===== src/rtl/router_fsm_np_pkg.sv =====
// Router control FSM shared types: state encoding and per-state control decode.
// Latency: n/a (types and pure functions only).
// Backpressure: n/a.
package router_fsm_np_pkg;

    typedef enum logic [3:0] {
        DECODE_ADDR        = 4'd0,
        LOAD_FIRST_DATA    = 4'd1,
        LOAD_DATA          = 4'd2,
        LOAD_PARITY        = 4'd3,
        CHECK_PARITY_ERROR = 4'd4,
        FIFO_FULL_STATE    = 4'd5,
        LOAD_AFTER_FULL    = 4'd6,
        WAIT_TILL_EMPTY    = 4'd7,
        DROP_PKT           = 4'd8
    } state_e;

    typedef struct packed {
        logic busy;
        logic detect_add;
        logic lfd_state;
        logic ld_state;
        logic laf_state;
        logic full_state;
        logic write_enb_reg;
        logic rst_int_reg;
        logic drop_state;
    } ctrl_t;

    // Moore control word for a state; DROP_PKT absorbs bytes without writing.
    function automatic ctrl_t state_ctrl(input state_e s);
        ctrl_t c;
        c = '0;
        case (s)
            DECODE_ADDR:        c.detect_add = 1'b1;
            LOAD_FIRST_DATA: begin
                c.busy      = 1'b1;
                c.lfd_state = 1'b1;
            end
            LOAD_DATA: begin
                c.ld_state      = 1'b1;
                c.write_enb_reg = 1'b1;
            end
            LOAD_PARITY: begin
                c.busy          = 1'b1;
                c.write_enb_reg = 1'b1;
            end
            CHECK_PARITY_ERROR: begin
                c.busy        = 1'b1;
                c.rst_int_reg = 1'b1;
            end
            FIFO_FULL_STATE: begin
                c.busy       = 1'b1;
                c.full_state = 1'b1;
            end
            LOAD_AFTER_FULL: begin
                c.busy          = 1'b1;
                c.laf_state     = 1'b1;
                c.write_enb_reg = 1'b1;
            end
            WAIT_TILL_EMPTY:    c.busy       = 1'b1;
            DROP_PKT:           c.drop_state = 1'b1;
            default:            c = '0;
        endcase
        return c;
    endfunction

endpackage


===== src/rtl/router_fsm_np_wait_timer.sv =====
// Saturating wait counter with synchronous clear; expired flags the last allowed cycle.
// Latency: expired_o is combinational from the count register.
// Backpressure: none; holds at all-ones when enabled past its range.
module router_fsm_np_wait_timer #(
    parameter int WAIT_TIMEOUT = 64
) (
    input  logic clk,
    input  logic rstn,
    input  logic clr_i,
    input  logic en_i,
    output logic expired_o
);

    localparam int CW = (WAIT_TIMEOUT > 0) ? $clog2(WAIT_TIMEOUT + 1) : 1;

    logic [CW-1:0] cnt_q;

    always_ff @(posedge clk or negedge rstn) begin
        if (!rstn) begin
            cnt_q <= '0;
        end else if (clr_i) begin
            cnt_q <= '0;
        end else if (en_i && (cnt_q != {CW{1'b1}})) begin
            cnt_q <= cnt_q + CW'(1);
        end
    end

    // A zero timeout means wait forever.
    assign expired_o = (WAIT_TIMEOUT != 0) && (cnt_q == CW'(WAIT_TIMEOUT - 1));

endmodule


===== src/rtl/router_fsm_np.sv =====
// Router control FSM: steers one packet stream to one of N_PORTS FIFOs, drops bad/timed-out packets.
// Latency: outputs registered, valid the cycle after the deciding edge.
// Backpressure: fifo_full stalls into FIFO_FULL_STATE; busy tells the source to hold.
module router_fsm_np
    import router_fsm_np_pkg::*;
#(
    parameter int N_PORTS      = 3,
    parameter int DATA_W       = 8,
    parameter int ADDR_W       = 2,
    parameter int WAIT_TIMEOUT = 64
) (
    input  logic               clk,
    input  logic               rstn,
    input  logic               pkt_valid,
    input  logic [DATA_W-1:0]  data_in,
    input  logic               parity_done,
    input  logic               low_pkt_valid,
    input  logic               fifo_full,
    input  logic [N_PORTS-1:0] fifo_empty,
    input  logic [N_PORTS-1:0] sft_rst,
    output logic [N_PORTS-1:0] dest_sel,
    output logic               busy,
    output logic               detect_add,
    output logic               lfd_state,
    output logic               ld_state,
    output logic               laf_state,
    output logic               full_state,
    output logic               write_enb_reg,
    output logic               rst_int_reg,
    output logic               drop_state,
    output logic               timeout_evt
);

    function automatic logic [N_PORTS-1:0] port_onehot(input logic [ADDR_W-1:0] a);
        logic [N_PORTS-1:0] oh;
        for (int i = 0; i < N_PORTS; i++) begin
            oh[i] = (32'(a) == i);
        end
        return oh;
    endfunction

    state_e             state_q, state_d;
    ctrl_t              ctrl_q;
    logic [N_PORTS-1:0] dest_q, dest_d;
    logic               tevt_q, tevt_d;

    logic [ADDR_W-1:0]  hdr_addr;
    logic [N_PORTS-1:0] hdr_oh;
    logic               hdr_ok;
    logic               soft_rst;
    logic               wait_empty;
    logic               wait_clr;
    logic               wait_expired;

    generate
        if (DATA_W > ADDR_W) begin : g_hdr_upper
            logic unused_hdr_bits;
            assign unused_hdr_bits = ^data_in[DATA_W-1:ADDR_W];
        end
    endgenerate

    assign hdr_addr = data_in[ADDR_W-1:0];
    assign hdr_oh   = port_onehot(hdr_addr);
    assign hdr_ok   = (32'(hdr_addr) < N_PORTS);

    // dest_q is the latched one-hot destination, so masking with it picks only our port.
    assign soft_rst   = (state_q != DECODE_ADDR) && (|(sft_rst & dest_q));
    assign wait_empty = |(fifo_empty & dest_q);
    assign wait_clr   = (state_q != WAIT_TILL_EMPTY) || soft_rst;

    router_fsm_np_wait_timer #(
        .WAIT_TIMEOUT (WAIT_TIMEOUT)
    ) u_wait_timer (
        .clk       (clk),
        .rstn      (rstn),
        .clr_i     (wait_clr),
        .en_i      (state_q == WAIT_TILL_EMPTY),
        .expired_o (wait_expired)
    );

    always_comb begin
        state_d = state_q;
        tevt_d  = 1'b0;
        case (state_q)
            DECODE_ADDR: begin
                if (pkt_valid) begin
                    if (!hdr_ok) begin
                        state_d = DROP_PKT;
                    end else if (|(fifo_empty & hdr_oh)) begin
                        state_d = LOAD_FIRST_DATA;
                    end else begin
                        state_d = WAIT_TILL_EMPTY;
                    end
                end
            end
            LOAD_FIRST_DATA:    state_d = LOAD_DATA;
            LOAD_DATA: begin
                if (fifo_full) begin
                    state_d = FIFO_FULL_STATE;
                end else if (!pkt_valid) begin
                    state_d = LOAD_PARITY;
                end
            end
            LOAD_PARITY:        state_d = CHECK_PARITY_ERROR;
            CHECK_PARITY_ERROR: state_d = fifo_full ? FIFO_FULL_STATE : DECODE_ADDR;
            FIFO_FULL_STATE: begin
                if (!fifo_full) begin
                    state_d = LOAD_AFTER_FULL;
                end
            end
            LOAD_AFTER_FULL: begin
                if (parity_done) begin
                    state_d = DECODE_ADDR;
                end else if (low_pkt_valid) begin
                    state_d = LOAD_PARITY;
                end else begin
                    state_d = LOAD_DATA;
                end
            end
            WAIT_TILL_EMPTY: begin
                // The FIFO draining on the last allowed cycle still wins over the timeout.
                if (wait_empty) begin
                    state_d = LOAD_FIRST_DATA;
                end else if (wait_expired) begin
                    state_d = DROP_PKT;
                    tevt_d  = 1'b1;
                end
            end
            DROP_PKT: begin
                if (!pkt_valid) begin
                    state_d = DECODE_ADDR;
                end
            end
            default:            state_d = DECODE_ADDR;
        endcase

        if (soft_rst) begin
            state_d = DECODE_ADDR;
            tevt_d  = 1'b0;
        end
    end

    always_comb begin
        dest_d = dest_q;
        if (state_d == DECODE_ADDR) begin
            dest_d = '0;
        end else if (state_q == DECODE_ADDR) begin
            dest_d = hdr_oh;
        end
    end

    always_ff @(posedge clk or negedge rstn) begin
        if (!rstn) begin
            state_q <= DECODE_ADDR;
            ctrl_q  <= state_ctrl(DECODE_ADDR);
            dest_q  <= '0;
            tevt_q  <= 1'b0;
        end else begin
            state_q <= state_d;
            ctrl_q  <= state_ctrl(state_d);
            dest_q  <= dest_d;
            tevt_q  <= tevt_d;
        end
    end

    assign dest_sel      = dest_q;
    assign busy          = ctrl_q.busy;
    assign detect_add    = ctrl_q.detect_add;
    assign lfd_state     = ctrl_q.lfd_state;
    assign ld_state      = ctrl_q.ld_state;
    assign laf_state     = ctrl_q.laf_state;
    assign full_state    = ctrl_q.full_state;
    assign write_enb_reg = ctrl_q.write_enb_reg;
    assign rst_int_reg   = ctrl_q.rst_int_reg;
    assign drop_state    = ctrl_q.drop_state;
    assign timeout_evt   = tevt_q;

endmodule


===== config.mk =====
export PLATFORM = sky130hd
export DESIGN_NAME = router_fsm_np
export DESIGN_NICKNAME = d
export VERILOG_FILES = /design/src/rtl/router_fsm_np_pkg.sv /design/src/rtl/router_fsm_np_wait_timer.sv /design/src/rtl/router_fsm_np.sv
export SDC_FILE = /design/constraint.sdc
export NUM_CORES = 1
export LEC_CHECK = 0
export CORE_ASPECT_RATIO = 0.8
export CORE_MARGIN = 5
export CORE_UTILIZATION = 43
export DETAILED_ROUTE_END_ITERATION = 16
export PLACE_DENSITY = 0.73
export SYNTH_ARGS = -nofsm -noshare
export SYNTH_HDL_FRONTEND = slang
export SYNTH_SLANG_ARGS = --single-unit
export TNS_END_PERCENT = 50

===== constraint.sdc =====
create_clock -name clk -period 1.7 [get_ports clk]
set_input_delay 0.17 -clock clk [delete_from_list [all_inputs] [get_ports clk]]
set_output_delay 0.17 -clock clk [all_outputs]
set_load 0.01 [all_outputs]

==> metrics.md, run 1 <==
| Metric | Value |
|---|---|
| Die span in x | `71.5 um` |
| Most common cell after layout, fill and taps aside | `buf_4` |
| Post-Syn Area | `1300 um2` |
| Core area | `2830 um2` |
| Synth async-reset ratio | `100%` |
| Synth Instances | `130` |
| Register area share after synthesis | `46.3%` |
| Layout cells sized above 1 | `33.0%` |
| Leakage | `0.867 nW` |
| Sequential standard cell area | `603 um2` |
| # setup viols final | `12` |
| Largest net degree at the start of global routing | `25` |
| Sink Count | `24` |
| M1 WL | `1460 um` |
| MaxCap Viol Count | `0` |
| Final period util | `110%` |
| Status | `finished with violations` |
| Root Driver | `clkbuf_8` |
| Detail Route met3 WL | `210 um` |
| CTS Hold Bufs | `0` |
| Hold slack | `0.255 ns` |
| Most flops, register | `u_wait_timer.cnt_q` |
| Setup CP Type | `flop to flop` |
| Die area | `4230 um2` |
| Num CTS Buffers | `3` |
| Remaining DRCs | `0` |
| Port Buffer Count | `26` |
| Multi-input logic area | `742 um2` |
| Final Worst Setup Slack | `-0.168 ns` |
| GRT Residual Overflow | `0` |
| Worst setup SP type | `flop` |
| First-pass iteration count of the detailed router | `4` |
| Critical Path AT | `2.01 ns` |
| Number of H-tree levels | `1` |
| DR vias | `1220` |
| Commonest non-fill, non-tap cells in the layout | `28 x buf_4, 26 x clkdlybuf4s50_1, 22 x dfrtp_1, 12 x nor2_1, 9 x nand2_1` |
| Row count | `17` |
| Final hold vios | `0` |
| YS warnings | `0` |
| Total routed wirelength | `3290 um` |
| Max FFs per register | `7` |
| Post-Place Cells | `217` |
| Synthesized flop and latch total | `24` |
| WP data required | `1.85 ns` |
| Max-slew violation count | `0` |
| Clock latency on the worst-skew pair | `0.26 ns` |
| Synth Area per Inst | `10.0 um2` |
| Slew margin rel. | `68.2%` |
| First-pass GRT wire length | `5280 um` |
| Failing checks | `setup timing` |
| WL met2 | `1600 um` |
| Initial antenna violation count | `0` |
| CP max FO | `7` |
| Post-DP HPWL | `2470 um` |
| RSZ-0062 raised after global routing | `yes` |
| GRT Total Usage | `15.5%` |
| Pwr per Cell Area | `1620 nW/um2` |
| Number of flops mapped to enable cells by yosys | `0` |
| Critical path endpoint category | `flop` |
| Worst clock skew | `0.00200 ns` |
| Yosys cell types | `46` |
| Power, Total | `3.19 mW` |
| Post-Route Setup TNS | `-1.68 ns` |
| Effective utilization at floorplan | `46.0%` |
| Top sig layer | `met4` |
| Area added between synthesis and finish | `51.6%` |
| Fin cells | `223` |
| Chip height | `59.2 um` |
| Fmax | `535 MHz` |
| Drt wl/cell | `14.8 um` |
| VDD IR-drop max | `0.806 mV` |
| Vias per inst | `5.47` |
| Detail Route Antenna Nets | `0` |
| Diodes inserted | `0` |
| Post-Syn Nets | `151` |
| Layout net count | `207` |
| Vias in the first global route | `1184` |
| Gp weighted congestion | `0.802` |
| Fill count | `204` |
| Top FF cell, synth | `dfrtp_1` |
| Clock buffer depth | `2` |
| Initial DRC Count | `61` |
| Slew of the pin with the lowest slew margin | `0.474 ns` |
| Reg clk slew, reported paths | `0.08 ns` |
| I/O pin total | `33` |
| Tmin final | `1.87 ns` |
| CTS tree | `built` |
| Min-delay worst type | `input pin to async pin` |
-- power by group --
group	total (mW)	switching (mW)	internal, mW
logic	1.82	0.882	0.936
clock network	0.481	0.166	0.314
registers	0.895	0.165	0.730
-- layout make-up --
cell class,count,share of cell area [%]
clock buffers,3,2.10
inverters,6,1.27
repair buffers,55,24.4
well taps,38,2.41
flip-flops and latches,24,30.6
multi-input cells,96,37.7
clock inverters,1,1.52
-- Yosys cell counts, drive strengths merged, types with 2 or more instances --
cell type	count	area, um2
a21o	4	30.0
nor3	4	20.0
inv	6	22.5
nor4	3	33.8
nor2b	2	12.5
xnor2	3	26.3
nand3	3	15.0
nor2	12	45.0
mux2i	4	40.0
buf	4	26.3
dfrtp	23	576
o21ai	5	32.5
o22ai	2	12.5
a211oi	5	47.5
nand2	10	40.0
nand2b	4	25.0
o21a	2	16.3
and3	2	12.5
a222oi	2	20.0
a21oi	11	55.1
and2	2	15.0
-- metal layers --
metal,vias up,track usage (%)
li1,587,-
met2,38,28.0
met4,0,2.95
met1,593,18.6
met3,2,4.58
met5,-,0
-- final timing paths --
check / from / end / slack, ns / cells past startpoint
setup / recovery: dest_sel[0] / dest_sel[1] / -0.17 / 6
hold / removal: rstn / u_wait_timer.cnt_q[3] / 0.26 / 2
setup reg to reg: dest_sel[0] / dest_sel[1] / -0.17 / 6
hold reg to reg: u_wait_timer.cnt_q[4] / u_wait_timer.cnt_q[4] / 0.56 / 1
max in group asynchronous: rstn / detect_add / 1.17 / 2
min in group clk: u_wait_timer.cnt_q[4] / u_wait_timer.cnt_q[4] / 0.56 / 1
-- per-stage QoR --
stage | instance area [um2] | worst slack, ns | utilization [%]
2_1_floorplan | 1320 | -0.0307 | -
3_3_place_gp | 1800 | -0.285 | 63.7
3_5_place_dp | 1800 | -0.336 | 63.7
4_1_cts | 1900 | -0.141 | 67.3
5_1_grt | 1970 | -0.244 | 69.7
6_report | 1970 | -0.168 | 69.7
-- repair_timing --
item / 4_1_cts / 5_1_grt
setup buffers: 2 / 0
endpoints found under the setup margin: 13 / 17
resized for setup: 3 / 15
pin swaps: 4 / 4
-- cells by family (layout without fill, tap and decap cells) --
logic type / after synthesis / count (layout) / synth area share (%)
xor gates and xnor gates: 3 / 3 / 2.02
buffers and inverters: 10 / 65 / 3.75
adders and majority gates: 1 / 1 / 0.962
muxes: 5 / 5 / 3.95
AOI/OAI and AO/OA: 39 / 39 / 22.0
DFF: 24 / 24 / 46.3
and+or+nand+nor: 48 / 48 / 21.0
-- worst max-delay path, cell delays in order (launching register included) --
cell and delay (ns):
dfrtp_1 0.42, a222oi_1 0.32, buf_4 0.17, or4b_4 0.48
nand2_4 0.09, o21a_4 0.18, a211oi_2 0.08
No activity file was read; power rests on OpenSTA's default activity.
==> run 2, diff against run 1 <==
--- a/config.mk
+++ b/config.mk
@@ -7,9 +7,10 @@
 export LEC_CHECK = 0
 export CORE_ASPECT_RATIO = 0.8
 export CORE_MARGIN = 5
-export CORE_UTILIZATION = 43
+export CORE_UTILIZATION = 50
 export DETAILED_ROUTE_END_ITERATION = 16
-export PLACE_DENSITY = 0.73
+export GPL_ROUTABILITY_DRIVEN = 0
+export PLACE_DENSITY = 0.8
 export SYNTH_ARGS = -nofsm -noshare
 export SYNTH_HDL_FRONTEND = slang
 export SYNTH_SLANG_ARGS = --single-unit
==> constraint.sdc (replaced) <==
create_clock -name clk -period 2.37 [get_ports clk]
set_input_delay 0.237 -clock clk [delete_from_list [all_inputs] [get_ports clk]]
set_output_delay 0.237 -clock clk [all_outputs]
set_load 0.01 [all_outputs]
==> metrics.md, run 2 (synthesis gave the netlist of run 1 again) <==
| Metric | Value |
|---|---|
| DR vias | `1088` |
| Max-slew violation count | `0` |
| Final period util | `87.6%` |
| Area added between synthesis and finish | `26.7%` |
| First-pass GRT wire length | `4640 um` |
| Largest net degree at the start of global routing | `25` |
| Post-cts gate resize count | `0` |
| Final hold vios | `0` |
| Slew margin rel. | `58.9%` |
| Chip height | `55.6 um` |
| Total routed wirelength | `2790 um` |
| Vias per inst | `5.61` |
| Detail Route met3 WL | `237 um` |
| Clock buffer depth | `2` |
| Die span in x | `67.0 um` |
| Detail Route Antenna Nets | `0` |
| Status | `completed` |
| First-pass iteration count of the detailed router | `4` |
| Post-DP HPWL | `2110 um` |
| Slew of the pin with the lowest slew margin | `0.613 ns` |
| Reg2reg end | `detect_add` |
| RSZ-0062 raised after global routing | `no` |
| Reg clk slew, reported paths | `0.12 ns` |
| Die area | `3730 um2` |
| Vias in the first global route | `1050` |
| Worst setup endpoint | `detect_add` |
| I/O pin total | `33` |
| Max FFs per register | `7` |
| Post-Route Setup TNS | `0 ns` |
| Layout cells sized above 1 | `11.4%` |
| Effective utilization at floorplan | `52.8%` |
| Remaining DRCs | `0` |
| # setup viols final | `0` |
| Worst clock skew | `0.000979 ns` |
| Sequential standard cell area | `602 um2` |
| Number of H-tree levels | `1` |
| Most common cell after layout, fill and taps aside | `clkdlybuf4s50_1` |
| Initial DRC Count | `54` |
| Multi-input logic area | `649 um2` |
| CP startpoint | `dest_sel[0]` |
| Tmin final | `2.08 ns` |
| Hold slack | `0.255 ns` |
| R2R setup slack | `0.29 ns` |
| Fmax | `481 MHz` |
| Commonest non-fill, non-tap cells in the layout | `26 x clkdlybuf4s50_1, 23 x dfrtp_1, 12 x nor2_1, 11 x a21oi_1, 9 x nand2_1` |
| Worst reg2reg startpoint | `dest_sel[0]` |
| Clock latency on the worst-skew pair | `0.31 ns` |
| WL met2 | `1280 um` |
| M1 WL | `1260 um` |
| VDD IR-drop max | `0.920 mV` |
| Layout net count | `180` |
| Critical Path AT | `2.31 ns` |
| Core area | `2460 um2` |
| Leakage | `0.720 nW` |
| Sink Count | `24` |
| Port Buffer Count | `26` |
| Initial antenna violation count | `0` |
| Post-CTS Setup Repair Bufs | `0` |
| Most flops, register | `u_wait_timer.cnt_q` |
| Worst setup SP type | `flop` |
| Setup CP Type | `flop to flop` |
| GRT Residual Overflow | `0` |
| CTS tree | `built` |
| MaxCap Viol Count | `0` |
| Fill count | `206` |
| Row count | `16` |
| Critical path endpoint category | `flop` |
| Drt wl/cell | `14.4 um` |
| Top sig layer | `met4` |
| Num CTS Buffers | `3` |
| WP data required | `2.60 ns` |
| GRT Total Usage | `15.9%` |
| R2r worst-path depth | `5` |
| Pwr per Cell Area | `1140 nW/um2` |
| Root Driver | `clkbuf_4` |
| Min-delay worst type | `input pin to async pin` |
| Diodes inserted | `0` |
| CP max FO | `4` |
| CTS Hold Bufs | `0` |
| Power, Total | `1.87 mW` |
[run 2: cell count changes in the layout (fill, tap and decap cells not counted), sizes merged]
cell  change
buf      -27
[run 2: layout make-up]
type                    instances  area share (%)
clock buffers                   3            1.37
repair buffers                 28            16.7
flip-flops and latches         24            36.6
well taps                      36            2.74
inverters                       6            1.37
multi-input cells              96            39.4
clock inverters                 1            1.82
[run 2: report_power, final]
group,total (mW),internal [mW],switching [mW]
Combinational,0.948,0.443,0.505
Sequential,0.637,0.522,0.115
Clock,0.290,0.171,0.119
Total,1.87,1.14,0.738
[run 2: worst max-delay path, stage by stage (launching register included)]
cell	delay, ns
dfrtp_1	0.43
a222oi_1	0.50
or4b_1	0.55
nand2_2	0.13
o21ai_2	0.09
a211oi_1	0.28
[run 2: worst min path at each step]
stage	depth (start not counted)	end
after detailed placement	1	u_wait_timer.cnt_q[4]
after CTS	2	u_wait_timer.cnt_q[1]
after global placement	1	u_wait_timer.cnt_q[4]
final	2	u_wait_timer.cnt_q[3]
after floorplan	0	busy
after global routing	2	u_wait_timer.cnt_q[6]
[run 2: routing by layer]
metal  GRT usage [%]  up-vias
met2            25.5       31
met3            5.05        2
met4            1.73        0
li1                -      533
met5               0        -
met1            21.6      522
[run 2: per-stage QoR]
step                      worst slack [ns]  area, um2  util, %  std cells
after CTS                            0.268       1650     66.9        194
after global placement               0.134       1590     64.7        190
final                                0.293       1650     66.9        194
after detailed placement            0.0812       1590     64.7        190
after global routing                 0.186       1650     66.9        194
after floorplan                      0.620       1300        -        130
